==> config.mk <==
export PLATFORM = sky130hd
export DESIGN_NAME = systolic_feeder
export DESIGN_NICKNAME = d
export VERILOG_FILES = /design/src/rtl/systolic_feeder_pkg.sv /design/src/rtl/systolic_feeder_skew_gen.sv /design/src/rtl/systolic_feeder.sv
export SDC_FILE = /design/constraint.sdc
export NUM_CORES = 1
export LEC_CHECK = 0
export CAP_MARGIN = 30
export CORE_ASPECT_RATIO = 1.1
export CORE_MARGIN = 1
export CORE_UTILIZATION = 43
export DETAILED_ROUTE_END_ITERATION = 10
export GPL_ROUTABILITY_DRIVEN = 0
export PLACE_DENSITY = 0.86
export SLEW_MARGIN = 20
export SYNTH_ARGS = -nofsm -noshare
export SYNTH_HDL_FRONTEND = slang
export SYNTH_SLANG_ARGS = --single-unit
==> constraint.sdc <==
create_clock -name clk -period 8 [get_ports clk]
set_clock_uncertainty 0.05 [all_clocks]
set_input_delay 2 -clock clk [delete_from_list [all_inputs] [get_ports clk]]
set_output_delay 2 -clock clk [all_outputs]
set_load 0.05 [all_outputs]
==> src/rtl/systolic_feeder_pkg.sv <==
// systolic_feeder_pkg: shared FSM state type and default geometry for the systolic feeder
package systolic_feeder_pkg;
  typedef enum logic [2:0] {IDLE, LOAD, DRAIN, WAIT, FIN} state_t;
  localparam int DEF_WIDTH = 32;
  localparam int DEF_ROW = 4;
  localparam int DEF_COL = 4;
endpackage

==> src/rtl/systolic_feeder_skew_gen.sv <==
// skew_gen: diagonal read-enable skew for the row FIFOs
// Ports: t (drain step counter) -> read (read[r] high while r <= t < r+COL)
module skew_gen
  import systolic_feeder_pkg::*;
#(
  parameter int ROW = DEF_ROW,
  parameter int COL = DEF_COL,
  parameter int TW = $clog2(DEF_ROW + DEF_COL)
) (
  input  logic [TW-1:0]  t,
  output logic [ROW-1:0] read
);
  for (genvar r = 0; r < ROW; r++) begin : g_row
    assign read[r] = int'(t) >= r && int'(t) < r + COL;
  end
endmodule

==> src/rtl/systolic_feeder.sv <==
// systolic_feeder: streams a ROW x COL operand tile into row FIFOs, then drains them skewed into the array
// Ports: clk, rst (async active-high); start begins a tile; in_valid/in_ready/in_w/in_i operand stream;
//        write/data_w/data_i per-row FIFO write strobes and data; read per-row FIFO read strobes;
//        cs array enable; array_done from the array; busy/done status; cycles performance count.
// Define FEEDER_PERF_CNT_EN to build the cycles counter; otherwise cycles is tied to 0.
module systolic_feeder
  import systolic_feeder_pkg::*;
#(
  parameter int WIDTH = DEF_WIDTH,
  parameter int ROW = DEF_ROW,
  parameter int COL = DEF_COL
) (
  input  logic             clk,
  input  logic             rst,
  input  logic             start,
  input  logic             in_valid,
  output logic             in_ready,
  input  logic [WIDTH-1:0] in_w,
  input  logic [WIDTH-1:0] in_i,
  output logic [ROW-1:0]   write,
  output logic [ROW-1:0]   read,
  output logic [WIDTH-1:0] data_w,
  output logic [WIDTH-1:0] data_i,
  output logic             cs,
  input  logic             array_done,
  output logic             busy,
  output logic             done,
  output logic [31:0]      cycles
);
  localparam int KW = $clog2(ROW * COL);
  localparam int TW = $clog2(ROW + COL);
  localparam int LAST_K = ROW * COL - 1;
  localparam int LAST_T = ROW + COL - 2;
  state_t state, state_n;
  logic [KW-1:0] k;
  logic [TW-1:0] t;
  logic [ROW-1:0] skew;
  logic hs;
  assign in_ready = state == LOAD;
  assign hs = in_valid & in_ready;
  assign busy = state != IDLE;
  assign cs = state == DRAIN || state == WAIT;
  assign done = state == FIN;
  assign read = state == DRAIN ? skew : '0;
  skew_gen #(.ROW(ROW), .COL(COL), .TW(TW)) u_skew (.t(t), .read(skew));
  always_comb begin
    state_n = state;
    case (state)
      IDLE: state_n = start ? LOAD : IDLE;
      LOAD: state_n = hs && k == KW'(LAST_K) ? DRAIN : LOAD;
      DRAIN: state_n = t == TW'(LAST_T) ? WAIT : DRAIN;
      WAIT: state_n = array_done ? FIN : WAIT;
      default: state_n = IDLE;
    endcase
  end
  always_ff @(posedge clk or posedge rst) begin
    if (rst) begin
      state <= IDLE;
      k <= '0;
      t <= '0;
      write <= '0;
      data_w <= '0;
      data_i <= '0;
    end else begin
      state <= state_n;
      k <= state == LOAD ? (hs ? k + 1'b1 : k) : '0;
      t <= state == DRAIN ? t + 1'b1 : '0;
      write <= hs ? ROW'(1) << (int'(k) / COL) : '0;
      if (hs) begin
        data_w <= in_w;
        data_i <= in_i;
      end
    end
  end
`ifdef FEEDER_PERF_CNT_EN
  logic [31:0] cnt;
  // the accepted start cycle is counted as the first cycle of the tile
  always_ff @(posedge clk or posedge rst) begin
    if (rst) cnt <= '0;
    else cnt <= state == IDLE ? (start ? 32'd1 : cnt) : cnt + 32'd1;
  end
  assign cycles = cnt;
`else
  assign cycles = '0;
`endif
endmodule

==> results of run 1 <==
[worst paths after layout]
kind	startpoint	to	slack, ns	depth (start not counted)
setup / recovery	state[1]	read[3]	3.52	4
hold / removal	data_i[30]	data_i[30]	0.46	1
setup reg to reg	state[1]	data_w[6]	5.96	3
hold reg to reg	data_i[30]	data_i[30]	0.46	1
max in group asynchronous	rst	state[1]	5.26	4
min in group asynchronous	rst	data_w[7]	2.06	3
[cell families (layout without fill, tap and decap cells)]
logic type	after synthesis	after routing	share of synthesized area
flip-flops	78	78	0.575
XOR/XNOR	4	4	0.0103
AO/OA/AOI/OAI	6	6	0.0140
other	1	32	0.00111
multiplexers	65	65	0.233
AND/OR/NAND/NOR	33	33	0.0520
buffers and inverters	47	168	0.0959
adder cells (fa/ha/maj)	5	5	0.0184
[final cells by class]
cell class              count  area (um2)
fillers                   593        2510
flip-flops and latches     78        1950
repair buffers            147        1490
multi-input cells         145        1240
clock buffers              11         131
well taps                 105         131
clock inverters             5        83.8
inverters                   5        18.8
[per-stage QoR]
stage / util / worst slack (ns)
after floorplan: - / 3.20
after global placement: 0.634 / 3.78
after detailed placement: 0.636 / 3.89
after CTS: 0.665 / 3.50
after global routing: 0.667 / 3.38
final: 0.667 / 3.52
[flip-flops by register name (all words and copies together), names as in the netlist]
register and count:
data_i 32, data_w 32, k 4, write 4, state 3, t 3
[power groups by stage]
stage                     sequential (uW)  clock [uW]  combinational [uW]
after floorplan                      1020           0                 224
after global placement                595           0                 945
after detailed placement              603           0                 960
after CTS                             597         327                 962
after global routing                  612         343                 992
final                                 597         317                 957
[synth_stat cells (2+ instances only)]
master	count
a2bb2oi_1	2
buf_2	4
buf_4	32
buf_6	3
clkbuf_1	2
dfrtp_1	78
ha_1	5
inv_1	5
mux2_2	48
mux2_4	16
nand2_1	6
nand2b_1	2
nand4_1	2
nor2_1	12
xnor2_1	2
xor2_1	2
[critical path: cells and delay by family, from the launching register on]
| kind | cells | cell delay [ns] |
|---|---|---|
| AO/OA/AOI/OAI | 1 | 0.33 |
| buffers and inverters | 1 | 0.86 |
| flip-flops | 1 | 0.48 |
| AND/OR/NAND/NOR | 2 | 0.42 |
[metal layers]
metal | global-route usage | part of all wire | up-vias | wire (um)
met3 | 0.0606 | 0.069 | 9 | 501
met4 | 0.0542 | 0.015 | 0 | 105
met2 | 0.296 | 0.53 | 100 | 3820
met5 | 0 | 0 | - | 0
li1 | - | - | 1041 | -
met1 | 0.199 | 0.39 | 1115 | 2810
==> metrics.cfg, run 1 <==
[sta]
min_period_ns=4.48
tightest_slew_ns=0.540
setup_violations=0
maxSlewViolCount=0
relSlewSlack=0.639
setup-tns-final_ns=0
max_freq_mhz=223
fin_crit_sh=0.560
hold_ws_ns=0.457
grt_setup_unrepaired=no
final-hold-violation-count=0

[global_route]
grt_pass1_wl_mm=10.6
grt_overflow_total=0
grt_pass1_vias=2187
grt_usage=0.171
grt_max_degree=79
antenna_found_initial=0

[die]
die-width_um=86.7
start_util=0.449
die_h_um=95.2
coreArea_um2=7560
die-area_um2=8250
rows=33
io_pins=177

[clocking]
path_clk_slew_ns=0.07
cts_sinks=78
cts_resized=0
clock_path_buffers=2
cts_tree=yes
ctsHoldBuffers=0
h-tree-depth=3
post-cts-setup-buffers=0
clock_latency_ns=0.34
root_buffer=clkbuf_8
cts_made_buffers=9

[detailed_routing]
vias_per_cell=4.57
drc=0
num_vias=2265
wl_mm=7.24
drt_iter0_markers=51
wire_per_inst_um=14.6
drtAntennaViolNets=0
dr.pass1.iters=4

[synthesis]
avgSynthCellArea_um2=14.2
yosys.cell_types.count=34
synth.largest_area_cell=dfrtp_1
synth-seq-cells=78
synth_area_leaders=dfrtp_1 (58%), mux2_2 (16%), buf_4 (7.1%)
synth_warnings=0
synthCells=239
ys_seq_area_frac=0.575
synth_edf_count=0
synthFlopType=dfrtp_1
syn_area_um2=3390
synthArstFlopShare=1.00
synth_top_area_frac=0.575

[setup_path]
crit_required_ns=5.95
cp_cell_sequence=nor2b_1 > nand2b_1 > a311oi_1 > clkdlybuf4s50_1
endpoint_kind=output port
crit_arrival_ns=2.43
slowest_stage=clkdlybuf4s50_1
slowest_delay_ns=0.86
critPathKind=flop to output port
startpoint_type=flop
cp_max_fo=9

[run_status]
status=finished clean

[power]
clkPwrFrac=0.170
power_switching_uw=823
p_sw_frac=0.440
leakagePower_uw=0.00219
p_comb_frac=0.511
p_int_uw=1050
power_uw=1870
pwr_density_cell_nw_per_um2=371
seqPwrFrac=0.319
ir_drop_mv=0.150

[cells_and_area]
instances_no_fill=496
area_growth_pct=48.6
fin_area_um2=5040
final_common_cell=clkdlybuf4s50_1
layout_common_cells=clkdlybuf4s50_1 (144), dfrtp_1 (78), mux2_2 (48), conb_1 (32), mux2_4 (16)
nNetsFinal=460
diodes=0
drive_gt1_frac=0.215

[placed_design]
dp_hpwl_mm=5.12
io_buffers=144
placed_area_um2=4810
dp_cells=479

[job]
maxCapViolations=0

[min_path]
hold_path_class=flop to flop

No activity file was read; power rests on OpenSTA's default activity.
==> run 2, diff against run 1 <==
--- a/config.mk
+++ b/config.mk
@@ -8,10 +8,10 @@
 export CAP_MARGIN = 30
 export CORE_ASPECT_RATIO = 1.1
 export CORE_MARGIN = 1
-export CORE_UTILIZATION = 43
+export CORE_UTILIZATION = 40
 export DETAILED_ROUTE_END_ITERATION = 10
 export GPL_ROUTABILITY_DRIVEN = 0
-export PLACE_DENSITY = 0.86
+export PLACE_DENSITY = 0.81
 export SLEW_MARGIN = 20
 export SYNTH_ARGS = -nofsm -noshare
 export SYNTH_HDL_FRONTEND = slang
==> constraint.sdc (replaced) <==
create_clock -name clk -period 4.6 [get_ports clk]
set_clock_uncertainty 0.05 [all_clocks]
set_input_delay 1.15 -clock clk [delete_from_list [all_inputs] [get_ports clk]]
set_output_delay 1.15 -clock clk [all_outputs]
set_load 0.05 [all_outputs]
==> metrics.cfg, run 2 (synthesized netlist as in run 1, its figures left out) <==
[cells_and_area]
layout_common_cells=clkdlybuf4s50_1 (144), dfrtp_1 (78), mux2_2 (48), conb_1 (32), mux2_4 (16)
drive_gt1_frac=0.217  ; +0.00256
instances_no_fill=499  ; +0.60%
diodes=0  ; unchanged
final_common_cell=clkdlybuf4s50_1
area_growth_pct=48.2
reg_top3=data_i: 32 flops, data_w: 32 flops
nNetsFinal=460  ; unchanged

[clocking]
post-cts-setup-buffers=0  ; unchanged
cts_sinks=78  ; unchanged
cts_made_buffers=9  ; unchanged
path_clk_slew_ns=0.08  ; about the same
ctsHoldBuffers=0  ; unchanged
clock_path_buffers=2  ; unchanged
cts_resized=0  ; unchanged
root_buffer=clkbuf_8
h-tree-depth=3  ; unchanged
clock_latency_ns=0.33  ; about the same
cts_tree=yes

[setup_path]
slowest_delay_ns=0.86  ; about the same
endpoint_kind=output port
cp_cell_sequence=nor2b_1 > nand2b_1 > a311oi_1 > clkdlybuf4s50_1
reg2reg_to=data_w[14]
critPathKind=flop to output port
startpoint_type=flop
crit_required_ns=3.40  ; -2.55 ns
r2r_start=state[1]
crit_arrival_ns=2.38  ; -0.05 ns
ff2ff_setup_slack_ns=2.82  ; -3.14 ns
cp-startpoint=state[1]
cp_max_fo=9  ; unchanged
slowest_stage=clkdlybuf4s50_1
cp-endpoint=read[3]
rr_worst_depth=3  ; unchanged

[detailed_routing]
num_vias=2268  ; +0.13%
dr.pass1.iters=4  ; unchanged
wire_per_inst_um=14.2  ; -2.6%
wl_mm=7.10  ; -2.0%
drt_iter0_markers=42  ; -18%
vias_per_cell=4.55  ; -0.47%
drc=0  ; unchanged
drtAntennaViolNets=0  ; unchanged

[die]
coreArea_um2=8080  ; +7.0%
io_pins=177  ; unchanged
start_util=0.420  ; -0.0293
die-area_um2=8860  ; +7.3%
die-width_um=89.8  ; +3.6%
rows=34  ; +3.0%
die_h_um=98.6  ; +3.6%

[power]
pwr_density_cell_nw_per_um2=636  ; +72%
leakagePower_uw=0.00218  ; -0.48%
power_uw=3200  ; +71%
ir_drop_mv=0.307  ; +100%

[global_route]
grt_pass1_wl_mm=11.6  ; +8.6%
grt_max_degree=69  ; -13%
grt_pass1_vias=2260  ; +3.3%
grt_overflow_total=0  ; unchanged
antenna_found_initial=0  ; unchanged
grt_usage=0.166  ; -0.00488

[sta]
final-hold-violation-count=0  ; unchanged
grt_setup_unrepaired=no
tightest_slew_ns=0.533  ; -0.00766 ns
max_freq_mhz=279
relSlewSlack=0.644  ; +0.00512
setup_violations=0  ; unchanged
fin_crit_sh=0.778
min_period_ns=3.58
maxSlewViolCount=0  ; unchanged
setup-tns-final_ns=0  ; unchanged

[run_status]
status=finished clean

[placed_design]
dp_hpwl_mm=5.16  ; +0.63%
io_buffers=144  ; unchanged
dp_cells=483  ; +0.84%

[min_path]
hold_path_class=flop to flop

[job]
maxCapViolations=0  ; unchanged

run 2: cell count changes in the layout (fill, tap and decap cells not counted), sizes merged:
cell and change:
clkbuf -1, clkinvlp +1, inv +1, bufinv -1
run 2: metrics by stage:
stage / hold WS [ns] / util / area, um2 / setup slack [ns]
after floorplan: 0.438 / - / 3510 / 0.654
after global placement: 0.438 / 0.595 / 4810 / 1.44
after detailed placement: 0.445 / 0.598 / 4830 / 1.39
after CTS: 0.463 / 0.622 / 5030 / 1.01
after global routing: 0.468 / 0.622 / 5030 / 0.884
final: 0.459 / 0.622 / 5030 / 1.02
run 2: final cells by class:
class	instances	area, um2
inverters	5	20.0
well taps	108	135
clock buffers	10	128
fillers	648	3050
flip-flops and latches	78	1950
clock inverters	6	70.1
multi-input cells	145	1240
repair buffers	147	1490
run 2: worst min-delay path by stage:
stage / endpoint / slack (ns) / depth (start not counted) / startpoint
CTS: data_w[22] / 0.46 / 1 / data_w[22]
floorplan: state[1] / 0.44 / 1 / state[2]
global route: data_i[29] / 0.47 / 1 / data_i[29]
finish: data_w[23] / 0.46 / 1 / data_w[23]
detailed placement: data_w[22] / 0.45 / 1 / data_w[22]
global placement: data_w[3] / 0.44 / 1 / data_w[3]
run 2: layer usage:
| layer | GRT usage | vias to the layer above | part of all wire |
|---|---|---|---|
| met1 | 0.216 | 1110 | 0.43 |
| li1 | - | 1046 | - |
| met4 | 0.0492 | 0 | 0.011 |
| met5 | 0 | - | 0 |
| met2 | 0.272 | 104 | 0.50 |
| met3 | 0.0463 | 8 | 0.058 |
run 2: critical path, delay by kind of cell, from the launching register on:
family	cells	cell delay (ns)
AOI/OAI and AO/OA	1	0.33
and+or+nand+nor	2	0.40
buffers and inverters	1	0.86
DFF	1	0.46
run 2: report_power, final:
group / internal, uW / switching, uW / leakage (uW)
Clock: 255 / 255 / 0.0000895
Sequential: 907 / 125 / 0.000930
Combinational: 609 / 1050 / 0.00116
Total: 1770 / 1430 / 0.00218
